[src/rtl/uart_ctrl_pkg.sv]
// Shared definitions for the UART bus controller: register map, STATUS/CONTROL
// bit positions and the TX sequencer state encoding.
package uart_ctrl_pkg;

  localparam logic [1:0] REG_DATA   = 2'd0;
  localparam logic [1:0] REG_STATUS = 2'd1;
  localparam logic [1:0] REG_CTRL   = 2'd2;

  localparam int ST_RX_AVAIL    = 0;
  localparam int ST_TX_SPACE    = 1;
  localparam int ST_TX_IDLE     = 2;
  localparam int ST_RX_OVERRUN  = 3;
  localparam int ST_TX_OVERFLOW = 4;
  localparam int ST_IRQ         = 7;

  localparam int CTRL_RX_IRQ_EN = 0;
  localparam int CTRL_TX_IRQ_EN = 1;

  typedef enum logic {
    TX_IDLE = 1'b0,
    TX_BUSY = 1'b1
  } tx_state_t;

endpackage

[src/rtl/sync_fifo.sv]
// Byte-wide synchronous FIFO of 2**FIFO_AW entries. A push into a full FIFO is
// accepted when a real pop happens in the same cycle; pops on empty are ignored.
module sync_fifo #(
  parameter int FIFO_AW = 3
) (
  input  logic       clk,
  input  logic       reset,
  input  logic       i_push,
  input  logic       i_pop,
  input  logic [7:0] i_din,
  output logic [7:0] o_head,
  output logic       o_full,
  output logic       o_empty
);

  localparam int                 DEPTH   = 1 << FIFO_AW;
  localparam logic [FIFO_AW:0]   CNT_MAX = (FIFO_AW + 1)'(DEPTH);
  localparam logic [FIFO_AW:0]   CNT_ONE = (FIFO_AW + 1)'(1);
  localparam logic [FIFO_AW-1:0] PTR_ONE = FIFO_AW'(1);

  logic [7:0]         r_mem [DEPTH];
  logic [FIFO_AW-1:0] r_wr_ptr;
  logic [FIFO_AW-1:0] r_rd_ptr;
  logic [FIFO_AW:0]   r_count;
  logic               w_pop_ok;
  logic               w_push_ok;

  assign o_empty   = (r_count == '0);
  assign o_full    = (r_count == CNT_MAX);
  assign o_head    = r_mem[r_rd_ptr];
  assign w_pop_ok  = i_pop & ~o_empty;
  assign w_push_ok = i_push & (~o_full | w_pop_ok);

  always_ff @(posedge clk) begin
    if (w_push_ok) r_mem[r_wr_ptr] <= i_din;
  end

  always_ff @(posedge clk) begin
    if (reset) begin
      r_wr_ptr <= '0;
      r_rd_ptr <= '0;
      r_count  <= '0;
    end else begin
      if (w_push_ok) r_wr_ptr <= r_wr_ptr + PTR_ONE;
      if (w_pop_ok)  r_rd_ptr <= r_rd_ptr + PTR_ONE;
      case ({w_push_ok, w_pop_ok})
        2'b10:   r_count <= r_count + CNT_ONE;
        2'b01:   r_count <= r_count - CNT_ONE;
        default: r_count <= r_count;
      endcase
    end
  end

endmodule

[src/rtl/uart_ctrl.sv]
// 6502-bus register front end for a UART core: TX/RX byte FIFOs, a two-state
// transmit sequencer driving the tx_write/tx_finished handshake, sticky error flags and IRQ.
module uart_ctrl
  import uart_ctrl_pkg::*;
#(
  parameter int FIFO_AW = 3
) (
  input  logic       clk,
  input  logic       reset,
  input  logic       cs,
  input  logic       rw,
  input  logic [1:0] addr,
  input  logic [7:0] din,
  output logic [7:0] dout,
  output logic       irq,
  output logic       u_tx_write,
  output logic [7:0] u_tx_data,
  input  logic       u_tx_finished,
  input  logic       u_rx_ready,
  input  logic [7:0] u_rx_data,
  output logic       o_tx_state
);

  tx_state_t  r_state;
  tx_state_t  w_next;
  logic       r_tx_write;
  logic [7:0] r_tx_data;
  logic [1:0] r_ctrl;
  logic       r_rx_overrun;
  logic       r_tx_overflow;
  logic       r_irq;

  logic       w_wr, w_rd;
  logic       w_tx_push, w_tx_pop, w_tx_full, w_tx_empty;
  logic [7:0] w_tx_head;
  logic       w_rx_pop, w_rx_full, w_rx_empty, w_rx_push_ok;
  logic [7:0] w_rx_head;
  logic       w_tx_idle;
  logic       w_ovf_set, w_ovf_clr, w_ovr_set, w_ovr_clr;
  logic [7:0] w_status;

  assign w_wr      = cs & ~rw;
  assign w_rd      = cs & rw;
  assign w_tx_push = w_wr & (addr == REG_DATA);
  assign w_rx_pop  = w_rd & (addr == REG_DATA);
  assign w_tx_idle = w_tx_empty & (r_state == TX_IDLE);

  sync_fifo #(.FIFO_AW(FIFO_AW)) u_tx_fifo (
    .clk     (clk),
    .reset   (reset),
    .i_push  (w_tx_push),
    .i_pop   (w_tx_pop),
    .i_din   (din),
    .o_head  (w_tx_head),
    .o_full  (w_tx_full),
    .o_empty (w_tx_empty)
  );

  sync_fifo #(.FIFO_AW(FIFO_AW)) u_rx_fifo (
    .clk     (clk),
    .reset   (reset),
    .i_push  (u_rx_ready),
    .i_pop   (w_rx_pop),
    .i_din   (u_rx_data),
    .o_head  (w_rx_head),
    .o_full  (w_rx_full),
    .o_empty (w_rx_empty)
  );

  // Mirrors the FIFO acceptance rule so a drop can be flagged in the same cycle.
  assign w_rx_push_ok = ~w_rx_full | (w_rx_pop & ~w_rx_empty);

  assign w_ovf_set = w_tx_push & w_tx_full & ~w_tx_pop;
  assign w_ovf_clr = w_wr & (addr == REG_STATUS) & din[ST_TX_OVERFLOW];
  assign w_ovr_set = u_rx_ready & ~w_rx_push_ok;
  assign w_ovr_clr = w_wr & (addr == REG_STATUS) & din[ST_RX_OVERRUN];

  always_comb begin
    w_next   = r_state;
    w_tx_pop = 1'b0;
    case (r_state)
      TX_IDLE: begin
        if (!w_tx_empty) begin
          w_tx_pop = 1'b1;
          w_next   = TX_BUSY;
        end
      end
      TX_BUSY: begin
        if (u_tx_finished) w_next = TX_IDLE;
      end
    endcase
  end

  always_ff @(posedge clk) begin
    if (reset) begin
      r_state    <= TX_IDLE;
      r_tx_write <= 1'b0;
      r_tx_data  <= 8'h00;
    end else begin
      r_state    <= w_next;
      r_tx_write <= w_tx_pop;
      if (w_tx_pop) r_tx_data <= w_tx_head;
    end
  end

  // Sticky flags: a set in the same cycle as a clear takes priority.
  always_ff @(posedge clk) begin
    if (reset) begin
      r_ctrl        <= 2'b00;
      r_rx_overrun  <= 1'b0;
      r_tx_overflow <= 1'b0;
      r_irq         <= 1'b0;
    end else begin
      if (w_wr && addr == REG_CTRL) r_ctrl <= din[1:0];
      r_rx_overrun  <= w_ovr_set | (r_rx_overrun & ~w_ovr_clr);
      r_tx_overflow <= w_ovf_set | (r_tx_overflow & ~w_ovf_clr);
      r_irq <= (r_ctrl[CTRL_RX_IRQ_EN] & ~w_rx_empty)
             | (r_ctrl[CTRL_TX_IRQ_EN] & w_tx_idle)
             | r_rx_overrun;
    end
  end

  always_comb begin
    w_status                 = 8'h00;
    w_status[ST_RX_AVAIL]    = ~w_rx_empty;
    w_status[ST_TX_SPACE]    = ~w_tx_full;
    w_status[ST_TX_IDLE]     = w_tx_idle;
    w_status[ST_RX_OVERRUN]  = r_rx_overrun;
    w_status[ST_TX_OVERFLOW] = r_tx_overflow;
    w_status[ST_IRQ]         = r_irq;
  end

  always_comb begin
    dout = 8'h00;
    case (addr)
      REG_DATA:   dout = w_rx_empty ? 8'h00 : w_rx_head;
      REG_STATUS: dout = w_status;
      REG_CTRL:   dout = {6'b0, r_ctrl};
      default:    dout = 8'h00;
    endcase
  end

  assign irq        = r_irq;
  assign u_tx_write = r_tx_write;
  assign u_tx_data  = r_tx_data;
  assign o_tx_state = r_state;

endmodule

[config.mk]
export PLATFORM = sky130hd
export DESIGN_NAME = uart_ctrl
export DESIGN_NICKNAME = d
export VERILOG_FILES = /design/src/rtl/uart_ctrl_pkg.sv /design/src/rtl/sync_fifo.sv /design/src/rtl/uart_ctrl.sv
export SDC_FILE = /design/constraint.sdc
export NUM_CORES = 1
export LEC_CHECK = 0
export CORE_ASPECT_RATIO = 1.5
export CORE_MARGIN = 2
export CORE_UTILIZATION = 59
export DETAILED_ROUTE_END_ITERATION = 6
export PLACE_DENSITY = 0.84
export SYNTH_ARGS = -nofsm -noshare
export SYNTH_HDL_FRONTEND = slang
export SYNTH_SLANG_ARGS = --single-unit
[constraint.sdc]
create_clock -name clk -period 3.6 [get_ports clk]
set_input_delay 0.54 -clock clk [delete_from_list [all_inputs] [get_ports clk]]
set_output_delay 0.54 -clock clk [all_outputs]
set_load 0.005 [all_outputs]
-- Word level (Yosys, flattened, before mapping)
Memories as Yosys holds them, arrays and structs flattened. A register that Yosys moved wholly into a read port is not among the register bits.
Cells that the tools add are included.
- latch bits: 0
- output and inout bits: 19
- RAM bits: 128
- bits in registers: 27
- memories: 2
- word-level logic and storage cells: 85
- bits in read-only memories: 0
- memories (memory ; words ; width ; rd ports ; clocked after Yosys merged registers in ; write ports ; line ; RTL):
    u_rx_fifo.r_mem ; 8 ; 8 ; 1 ; 1 ; 1 ; sync_fifo.sv:21 ; logic [7:0] r_mem [DEPTH];
    u_tx_fifo.r_mem ; 8 ; 8 ; 1 ; 1 ; 1 ; sync_fifo.sv:21 ;
- div/mod/pow operators: 0
- shifts and indexed selects: 0
- reduce and logical (&&, ||, !) cells: 6
- multiply operators: 0
- bitwise logic cells: 35
- multiplexer cells: 14
- $add $sub $neg: 8
- order comparisons: 0
- equal/unequal tests: 8
- operator list (kind ; count):
    case mux 8 bit (3 select lines) ; 1
    AND 1 bit ; 19
    case mux 4 bit (2 select lines) ; 2
    adder 3 x 1 -> 3 bit, second input constant ; 4
    inverter 1 bit ; 10
    adder 4 x 1 -> 4 bit, second input constant ; 2
    == test 4 bit, second input constant ; 2
    zero test 4 bit ; 2
    two-way mux 8 bit ; 1
    subtractor 4 x 1 -> 4 bit, second input constant ; 2
    two-way mux 1 bit ; 7
    == test 2 x 1 -> 1 bit, second input constant ; 3
    == test 2 bit, second input constant ; 3
    two-way mux 3 bit ; 2
    OR 1 bit ; 6
    nonzero test 2 bit ; 2
    zero test 2 bit ; 1
    case mux 1 bit (2 select lines) ; 1
    logical AND 1 bit ; 1

-- Logic depth before layout (Yosys ltp)
Gate-level depths: netlist of run 1.
- word-level depth: 8
- depth in mapped cells: 10
- gate-level depth less buffers: 9

-- Hierarchy
From an unflattened synthesis of run 1, not the netlist that was laid out.
- cell total of the unflattened synthesis: 440
- area total of the unflattened synthesis: 7134.3 um^2
- modules (own cells, without submodules) (module ; times used ; cells each ; area an instance (um^2)):
    sync_fifo ; 2 ; 176 ; 3203.1
    uart_ctrl ; 1 ; 88 ; 728.2

-- Least setup slack after synthesis of run 1
No wires, ideal clock.
- kind: input to register
- start point: input addr[0]
- end point: register u_rx_fifo.r_count[3]
- library setup time: 0.121 ns
- path buffers: 2
- path slack: 0.899 ns
- stages on the path: 9
- arrival: 2.580 ns
- path through: clkbuf_1 -> and4bb_2 -> o21ai_4 -> ha_1 -> clkbuf_1 -> nor4b_1 -> o21ai_0 -> o31ai_1 -> mux2_2
- cells in the longest elaborated chain, start to end: 7
- elaborated cells between the ends (all ways): 9
- RTL lines (element ; line ; RTL):
    start: declaration ; uart_ctrl.sv:12 ; input logic [1:0] addr,
    zero test 2 bit * ; uart_ctrl.sv:45 ; assign w_rx_pop = w_rd & (addr == REG_DATA);
    AND 1 bit * ; uart_ctrl.sv:45 ;
    AND 1 bit * ; sync_fifo.sv:31 ; assign w_pop_ok = i_pop & ~o_empty;
    OR 1 bit ; sync_fifo.sv:32 ; assign w_push_ok = i_push & (~o_full | w_pop_ok);
    AND 1 bit ; sync_fifo.sv:32 ;
    == test 2 x 1 -> 1 bit / == test 2 bit (equally long branches) ; sync_fifo.sv:46 ; case ({w_push_ok, w_pop_ok})
    case mux 4 bit (2 select lines) / nonzero test 2 bit (equally long branches) ; n/a ;
    end signal: assignment ; sync_fifo.sv:47 ; 2'b10: r_count <= r_count + CNT_ONE;
    end signal: assignment ; sync_fifo.sv:48 ; 2'b01: r_count <= r_count - CNT_ONE;
    end signal: assignment ; sync_fifo.sv:49 ; default: r_count <= r_count;
    end: declaration ; sync_fifo.sv:24 ; logic [FIFO_AW:0] r_count;
Every way passes the cells marked *; elsewhere a longest branch is shown, timed or not.
A chain may end at the register's enable or synchronous reset.

==> run summary, run 1 <==
The time the final worst path needs with I/O delays and setup came out at 3310 ps. In the final timing run, aggregate negative setup slack is 0 ps. The largest single stage delay on the critical path is 800 ps. The initial core utilization is 60.8%.

The wire length of the first global-routing pass is 21100 um. The placement row count is 47. The combinational family with the most area after synthesis is multiplexers. The synthesized design spends more area on one cell type than any other, namely sky130_fd_sc_hd__edfxtp_1.

The worst path setup slack after routing came out at 291 ps. OpenSTA, run right after detailed placement, puts the worst setup slack at 310 ps. At the end of routability-driven placement, the weighted congestion stood at 0.797.

The register bit total from synthesis is 166. The detailed placer's ending HPWL is 9110 um. The final routed DRC violation total came out at 0.

Counting along the longest clock path gives a buffer depth of 2. The instance count of the mapped netlist came out at 417. After global routing the overflow that remains totals 0. Setup violations remaining at the end of the flow were counted as 0. In this run the standard cell core region covers 11100 um^2. Data on the critical path is required at its endpoint by 3060 ps. Hold is met by 489 ps. Along the worst path, the maximum fanout reaches 14.

The number of H-tree levels is 4. The fraction of the mapped netlist area in adder cells came out at 2.16%. The parity-gate share of the synthesized area counting xor and xnor cells is 1.56%. STA classifies the critical path endpoint as an output port. The detailed router's first-iteration violation count came out at 288.

Sequential cells were found to cover 68.5% of the synthesized design area. In this run the static leakage power is 2.63 nW. TritonCTS built the clock tree.

The detailed router placed 3852 vias in this run. The critical path goes through mux4_2, mux2i_1, or3_1, a21oi_1, clkdlybuf4s50_1. The tightest min-delay check is of the flip-flop to flip-flop type.

Across the run, the number of max-cap violations was 0. The compound-gate portion of the synthesized area is 4.19%. From left edge to right edge, the die measures 91.1 um. Post-CTS repair changed the size of 0 cells. The number of nets in the layout came out at 515. The cell at the root of the clock tree is sky130_fd_sc_hd__clkbuf_16.

The clock latency at the later pin of the worst-skew pair is 420 ps. The number of clock sinks came out at 166. The maximum number of pins on one net before global-route repair is 23. The number of primary I/O pins came out at 43. The initial antenna violation count is 0. The worst vdd rail ir drop came out at 0.000400 V. The flip-flop cell with the highest count after synthesis is sky130_fd_sc_hd__edfxtp_1. The proportion of layout cells with a drive suffix above 1 is 20.1%. In this run, post-CTS hold repair placed 0 buffers. In the post-synthesis netlist, the biggest area contributors are sky130_fd_sc_hd__edfxtp_1, sky130_fd_sc_hd__dfxtp_1, sky130_fd_sc_hd__mux4_2. The die area is 12300 um^2.

The wire length per cell came out at 21.0 um. The synthesis-to-finish area growth is 18.9%. The post-synthesis simple-gate area fraction came out at 8.72%. Grouping stages by cell kind, the critical path spends the most delay in flip-flops. The launch point of the worst hold path is u_tx_data[6]. The y dimension of the die is 135 um. The number of vias per cell after detailed routing is 6.02. The arrival time of the worst setup path came out at 2770 ps. After detailed routing, the total wire length is 13400 um. The overall fraction of global-route tracks in use came out at 23.3%. The via count of the first global-routing pass is 3961. The post-route antenna net violation count came out at 0. The number of buffers added on ports is 42. The part of the cycle the worst path needs came out at 91.9%. The category of the critical setup timing path is flip-flop to output port. The total power per unit cell area is 628 nW/um^2.

The Yosys step of the flow raised 0 warnings. The worst setup path is launched from a flip-flop. The fraction of synthesized cell area taken by the top area cell type is 57.2%. Setup repair after global routing left no endpoint under its margin. Across the routed clock network, the largest skew measured is 9.24 ps. The clock slew at the register clock pins of the worst setup and hold paths is 70 ps. The startpoint identified for the worst register-to-register timing path is u_tx_fifo.r_count[0]. The number of iterations in the first detailed-routing pass is 4.

The count of distinct cell types in the synthesized netlist came out at 44. Together, buffers and inverters on the worst path number 1. The final-report max-slew violation count is 0. Synthesis produced a netlist with a net count of 452. The synthesized area came out at 6720 um^2. Measured against its own limit, the worst slew margin works out to 37.8%. The mux contribution to synthesized area came out at 12.7%. The slew at the pin closest to its max-slew limit came out at 930 ps. The final hold violation count was 0.

In this run, synthesis inferred 128 flip-flops with an integrated enable. The flow ran to the end, and the final reports show no timing, DRC or antenna violations. The slowest stage of the critical path is the sky130_fd_sc_hd__dfxtp_1 cell. The number of diodes added for antenna fixing is 0. The number of buffers inserted during clock tree synthesis is 17. The fraction of registers with async set or reset after synthesis is 0%. The highest achievable clock rate is 302 MHz.

After synthesis, the mean cell area works out to 16.1 um^2. The count of buffers added by post-CTS timing repair for setup is 0.
-- flip-flops by register name, summed over array words and instances, names as in the netlist, named ones only --
register / flops
u_rx_fifo.r_mem: 64
u_tx_fifo.r_mem: 64
u_tx_data: 8
u_rx_fifo.r_count: 4
u_tx_fifo.r_count: 4
u_rx_fifo.r_rd_ptr: 3
u_rx_fifo.r_wr_ptr: 3
u_tx_fifo.r_rd_ptr: 3
u_tx_fifo.r_wr_ptr: 3
r_ctrl: 2
irq: 1
o_tx_state: 1
r_rx_overrun: 1
r_tx_overflow: 1
u_tx_write: 1
-- logic make-up after synthesis --
family | count (synthesis)
flops | 166
simple gates | 110
compound gates | 45
mux | 45
buf+inv | 28
xor+xnor | 12
fa+ha+maj | 11
-- placed cells by master, fill, tap and decap left out, drive strengths merged, types with 2 or more instances in the layout --
master,n
nor2,44
nor3,13
o31ai,2
ha,10
dfxtp,38
clkdlybuf4s50,42
o21ai,9
or3,7
a21oi,17
nor2b,4
clkinv,6
buf,24
o22ai,8
o211ai,5
xor2,9
bufinv,2
inv,11
nor3b,3
clkbuf,17
a31oi,2
nor4b,5
nand3,5
mux4,32
xnor2,3
or4b,2
nor4,3
or4,3
clkinvlp,2
nand2b,2
mux2i,11
mux2,2
nand2,14
edfxtp,128
-- per-stage QoR --
step           cells  cell area (um^2)  power, mW  utilization, %
3_5_place_dp     608              7390       3.26            66.9
4_1_cts          640              7990       5.04            72.3
2_1_floorplan    417              6720       2.88               -
5_1_grt          640              7990       5.23            72.3
3_3_place_gp     608              7390       3.20            66.9
6_report         640              7990       5.02            72.3
-- power breakdown --
part	internal, mW	leakage (nW)	switching [mW]
Combinational	0.446	0.879	0.506
Sequential	2.17	1.47	0.101
Clock	1.04	0.287	0.753
-- worst reg2reg max path, delay by kind of cell, from the launching register on --
family	cells	cell delay, ps
AO/OA/AOI/OAI	3	510
flip-flops	1	430
AND/OR/NAND/NOR	3	1290
adder cells (fa/ha/maj)	2	630
-- layout make-up --
| class | count | area [um^2] |
|---|---|---|
| Fill cell | 694 | 3070 |
| Inverter | 6 | 22.5 |
| Multi-Input combinational cell | 223 | 1980 |
| Clock buffer | 17 | 425 |
| Clock inverter | 15 | 170 |
| Timing Repair Buffer | 66 | 601 |
| Sequential cell | 166 | 4600 |
| Tap cell | 147 | 184 |
-- per-layer routing --
metal / vias to the layer above / global-route usage, % / wire length [um]
li1: 1753 / - / -
met1: 1941 / 25.6 / 4950
met2: 134 / 43.0 / 7550
met3: 24 / 4.97 / 617
met4: 0 / 10.5 / 326
met5: - / 0 / 0
-- path summary, 6_finish.rpt --
check | end | slack, ps | cells past startpoint
worst max-delay path | dout[2] | 290 | 5
worst min-delay path | u_tx_data[6] | 490 | 2
worst max register to register | u_tx_fifo.r_count[3] | 650 | 8
worst min register to register | u_tx_data[6] | 490 | 2
-- cell usage after synthesis, drive strengths merged (3+ instances only) --
cell type  number
nor3           13
nor4b           5
nand3           5
mux4           32
o22ai           8
nor4            3
o21ai           9
nor3b           3
nor2           44
ha             10
o211ai          5
clkbuf         11
mux2i          11
nor2b           4
or3             7
or4             3
buf            11
a21oi          17
xor2            9
xnor2           3
nand2          14
inv             6
edfxtp        128
dfxtp          38
Power figures use the tool's default switching activity.
==> inputs of run 2 (changes only) <==
- SKIP_CTS_REPAIR_TIMING: not set -> 1
==> results of run 2 <==
No change in the layout: final DEF, timing and power equal those of run 1.
==> inputs of run 3 (changes only) <==
- GPL_ROUTABILITY_DRIVEN: not set -> 0
- PLACE_DENSITY: 0.84 -> 0.76
==> run 3 against run 2 <==
- cell count stayed put
- clock power is 5% higher
- fmax is 5.9% higher
- critical endpoint is now dout[0]
==> run summary, run 3 (synthesized netlist as in run 1, its figures left out) <==
The run finished with clean final reports. The arrival time of the worst setup path is 2590 ps (-180 ps). The placed cell area is 7390 um^2 (unchanged). The proportion of layout cells with a drive suffix above 1 was 19.3% (-0.81 points). The kind of start point of the critical path is a flip-flop. The time the final worst path needs with I/O delays and setup is 3130 ps (-184 ps). The final routed DRC violation total is 0 (unchanged). The highest achievable clock rate came out at 320 MHz (+5.9%). The library cells used most frequently in the layout, excluding fill and tap cells, are sky130_fd_sc_hd__edfxtp_1, sky130_fd_sc_hd__nor2_1, sky130_fd_sc_hd__clkdlybuf4s50_1.

The wire length per cell is 20.8 um (-1.1%). The via count of the first global-routing pass is 3953 (-0.20%). The worst register-to-register path begins at u_tx_fifo.r_count[0].

The type of the tightest min-delay check is flip-flop to flip-flop. The number of nets in the layout is 515 (unchanged). The area of combinational cells with multiple inputs came to 1980 um^2 (unchanged).

The share of total power consumed by net switching is 24.9% (-2.2 points). The initial core utilization was 60.8% (unchanged). The worst slew margin relative to its limit came out at 35.5% (-2.3 points). The worst vdd rail ir drop is 0.000526 V (+32%).

The internal power of the cells is 3.80 mW (+3.9%). The share of power burned in the clock network came out at 37.1% (+1.4 points). TritonCTS built the clock tree. The total setup violations reported at the end of the flow came out at 0 (unchanged).

The critical path data required time came out at 3060 ps (about the same). The placement row count is 47 (unchanged). The flop-to-flop setup slack came out at 640 ps (about the same).

The overall fraction of global-route tracks in use came out at 23.2% (-0.081 points). The final-report max-slew violation count came out at 0 (unchanged). The number of clock sinks is 166 (unchanged). The number of buffers inserted during clock tree synthesis came out at 17 (unchanged). The detailed router's first-iteration violation count is 264 (-8.3%). The library cell used most frequently in the layout, excluding fill and tap cells, is sky130_fd_sc_hd__edfxtp_1. Setup repair after global routing left no endpoint under its margin. The number of iterations in the first detailed-routing pass came to 4 (unchanged). The part of the cycle the worst path needs came out at 86.8% (-5.1 points). The slew at the pin closest to its max-slew limit is 964 ps (+33.9 ps). The highest net fanout along the worst path is 9 (-5). The number of primary I/O pins is 43 (unchanged). The critical path in this run is classified as flip-flop to output port. The overall via count from detail_route was 3768 (-2.2%). The synthesis-to-finish area growth came out at 19.3%. The portion of total power attributed to sequential cells came out at 44.6% (-0.7 points). The initial antenna violation count came out at 0 (unchanged). The number of H-tree levels was 4 (unchanged). The die outline width came out at 91.1 um (unchanged). The depth of the worst hold-timing path came out at 2 (unchanged). The maximum number of pins on one net before global-route repair came to 24 (+4.3%). The global route total overflow came out at 0 (unchanged).

The aggregate negative setup slack came out at 0 ps (unchanged). The post-route antenna net violation count is 0 (unchanged). The clock slew at the register clock pins of the worst setup and hold paths is 60 ps (about the same).

The total power per unit cell area came out at 631 nW/um^2 (+0.48%). The max-cap violation count came out at 0 (unchanged). The worst register-to-register path ends at u_tx_fifo.r_count[3]. The reported leakage power is 2.65 nW (+0.46%). The wire length of the first global-routing pass came out at 21100 um (unchanged).

The final standard cell count with taps included and fillers excluded came out at 640 (unchanged). The clock latency at the later pin of the worst-skew pair was 420 ps (about the same). The die area is 12300 um^2 (unchanged). The clock tree buffer depth came out at 2 (unchanged). The final hold violation count came out at 0 (unchanged). The area of the placeable core is 11100 um^2 (unchanged).

The count of fill cells added during filler insertion was 725 (+4.5%). The y dimension of the die is 135 um (unchanged). The worst reg-to-reg path cell count was 8 (unchanged). The area taken by flip-flops and latches came out at 4600 um^2 (unchanged). The power dissipated by switching net loads came to 1.26 mW (-7.5%).

The post-placement cell count came out at 608 (unchanged). The number of diodes added for antenna fixing came out at 0 (unchanged). The post-route clock skew came to 7.92 ps (-1.32 ps).

The detailed placer's ending HPWL came out at 9100 um (-0.16%). In this run the clock root is driven by a sky130_fd_sc_hd__clkbuf_16. STA classifies the critical path endpoint as an output port. The number of vias per cell after detailed routing came out at 5.89 (-2.2%). The part of the power in combinational logic is 18.3% (-0.7 points).

The routed wire length is 13300 um (-1.1%). The number of buffers added on ports is 42 (unchanged). The post-route cell area was 8020 um^2 (+0.33%).

The end point of the critical path is dout[0].
run 3: power groups by stage:
stage / registers [mW] / logic, mW / clock network (mW)
final: 2.26 / 0.924 / 1.88
after CTS: 2.26 / 0.936 / 1.90
after detailed placement: 2.30 / 0.922 / 0
after global placement: 2.29 / 0.883 / 0
after floorplan: 2.28 / 0.605 / 0
after global routing: 2.27 / 1.02 / 1.98
run 3: cell type report:
cell class              count  share of cell area [%]
clock buffers              24                    5.88
flip-flops and latches    166                    57.4
repair buffers             66                    7.49
well taps                 147                    2.29
clock inverters             8                    1.87
inverters                   6                   0.281
multi-input cells         223                    24.7
run 3: how the worst min path moves through the flow:
stage / start / to / slack (ps)
floorplan: r_rx_overrun / r_rx_overrun / 450
global placement: r_rx_overrun / r_rx_overrun / 460
detailed placement: r_rx_overrun / r_rx_overrun / 470
CTS: r_rx_overrun / r_rx_overrun / 480
global route: r_rx_overrun / r_rx_overrun / 500
finish: r_rx_overrun / r_rx_overrun / 490
run 3: routing by layer:
metal / routed length (um) / share of wire, % / vias to the layer above / track usage, %
met5: 0 / 0 / - / 0
met1: 4820 / 36 / 1895 / 25.4
met3: 621 / 4.7 / 20 / 5.75
li1: - / - / 1742 / -
met2: 7590 / 57 / 111 / 42.9
met4: 270 / 2.0 / 0 / 9.51
run 3: per-stage QoR:
step / setup WS (ps) / util (%) / hold slack, ps / power (mW)
detailed placement: 250 / 66.9 / 474 / 3.22
floorplan: 899 / - / 449 / 2.88
finish: 475 / 72.5 / 489 / 5.06
global placement: 349 / 66.9 / 465 / 3.17
CTS: 427 / 72.5 / 480 / 5.10
global route: 333 / 72.5 / 498 / 5.27
run 3: critical path, cell delays in order (launching register included):
cell	delay (ps)
sky130_fd_sc_hd__dfxtp_1	580
sky130_fd_sc_hd__mux4_2	560
sky130_fd_sc_hd__mux2_2	280
sky130_fd_sc_hd__o211ai_1	150
sky130_fd_sc_hd__o21ai_0	110
sky130_fd_sc_hd__clkdlybuf4s50_1	490
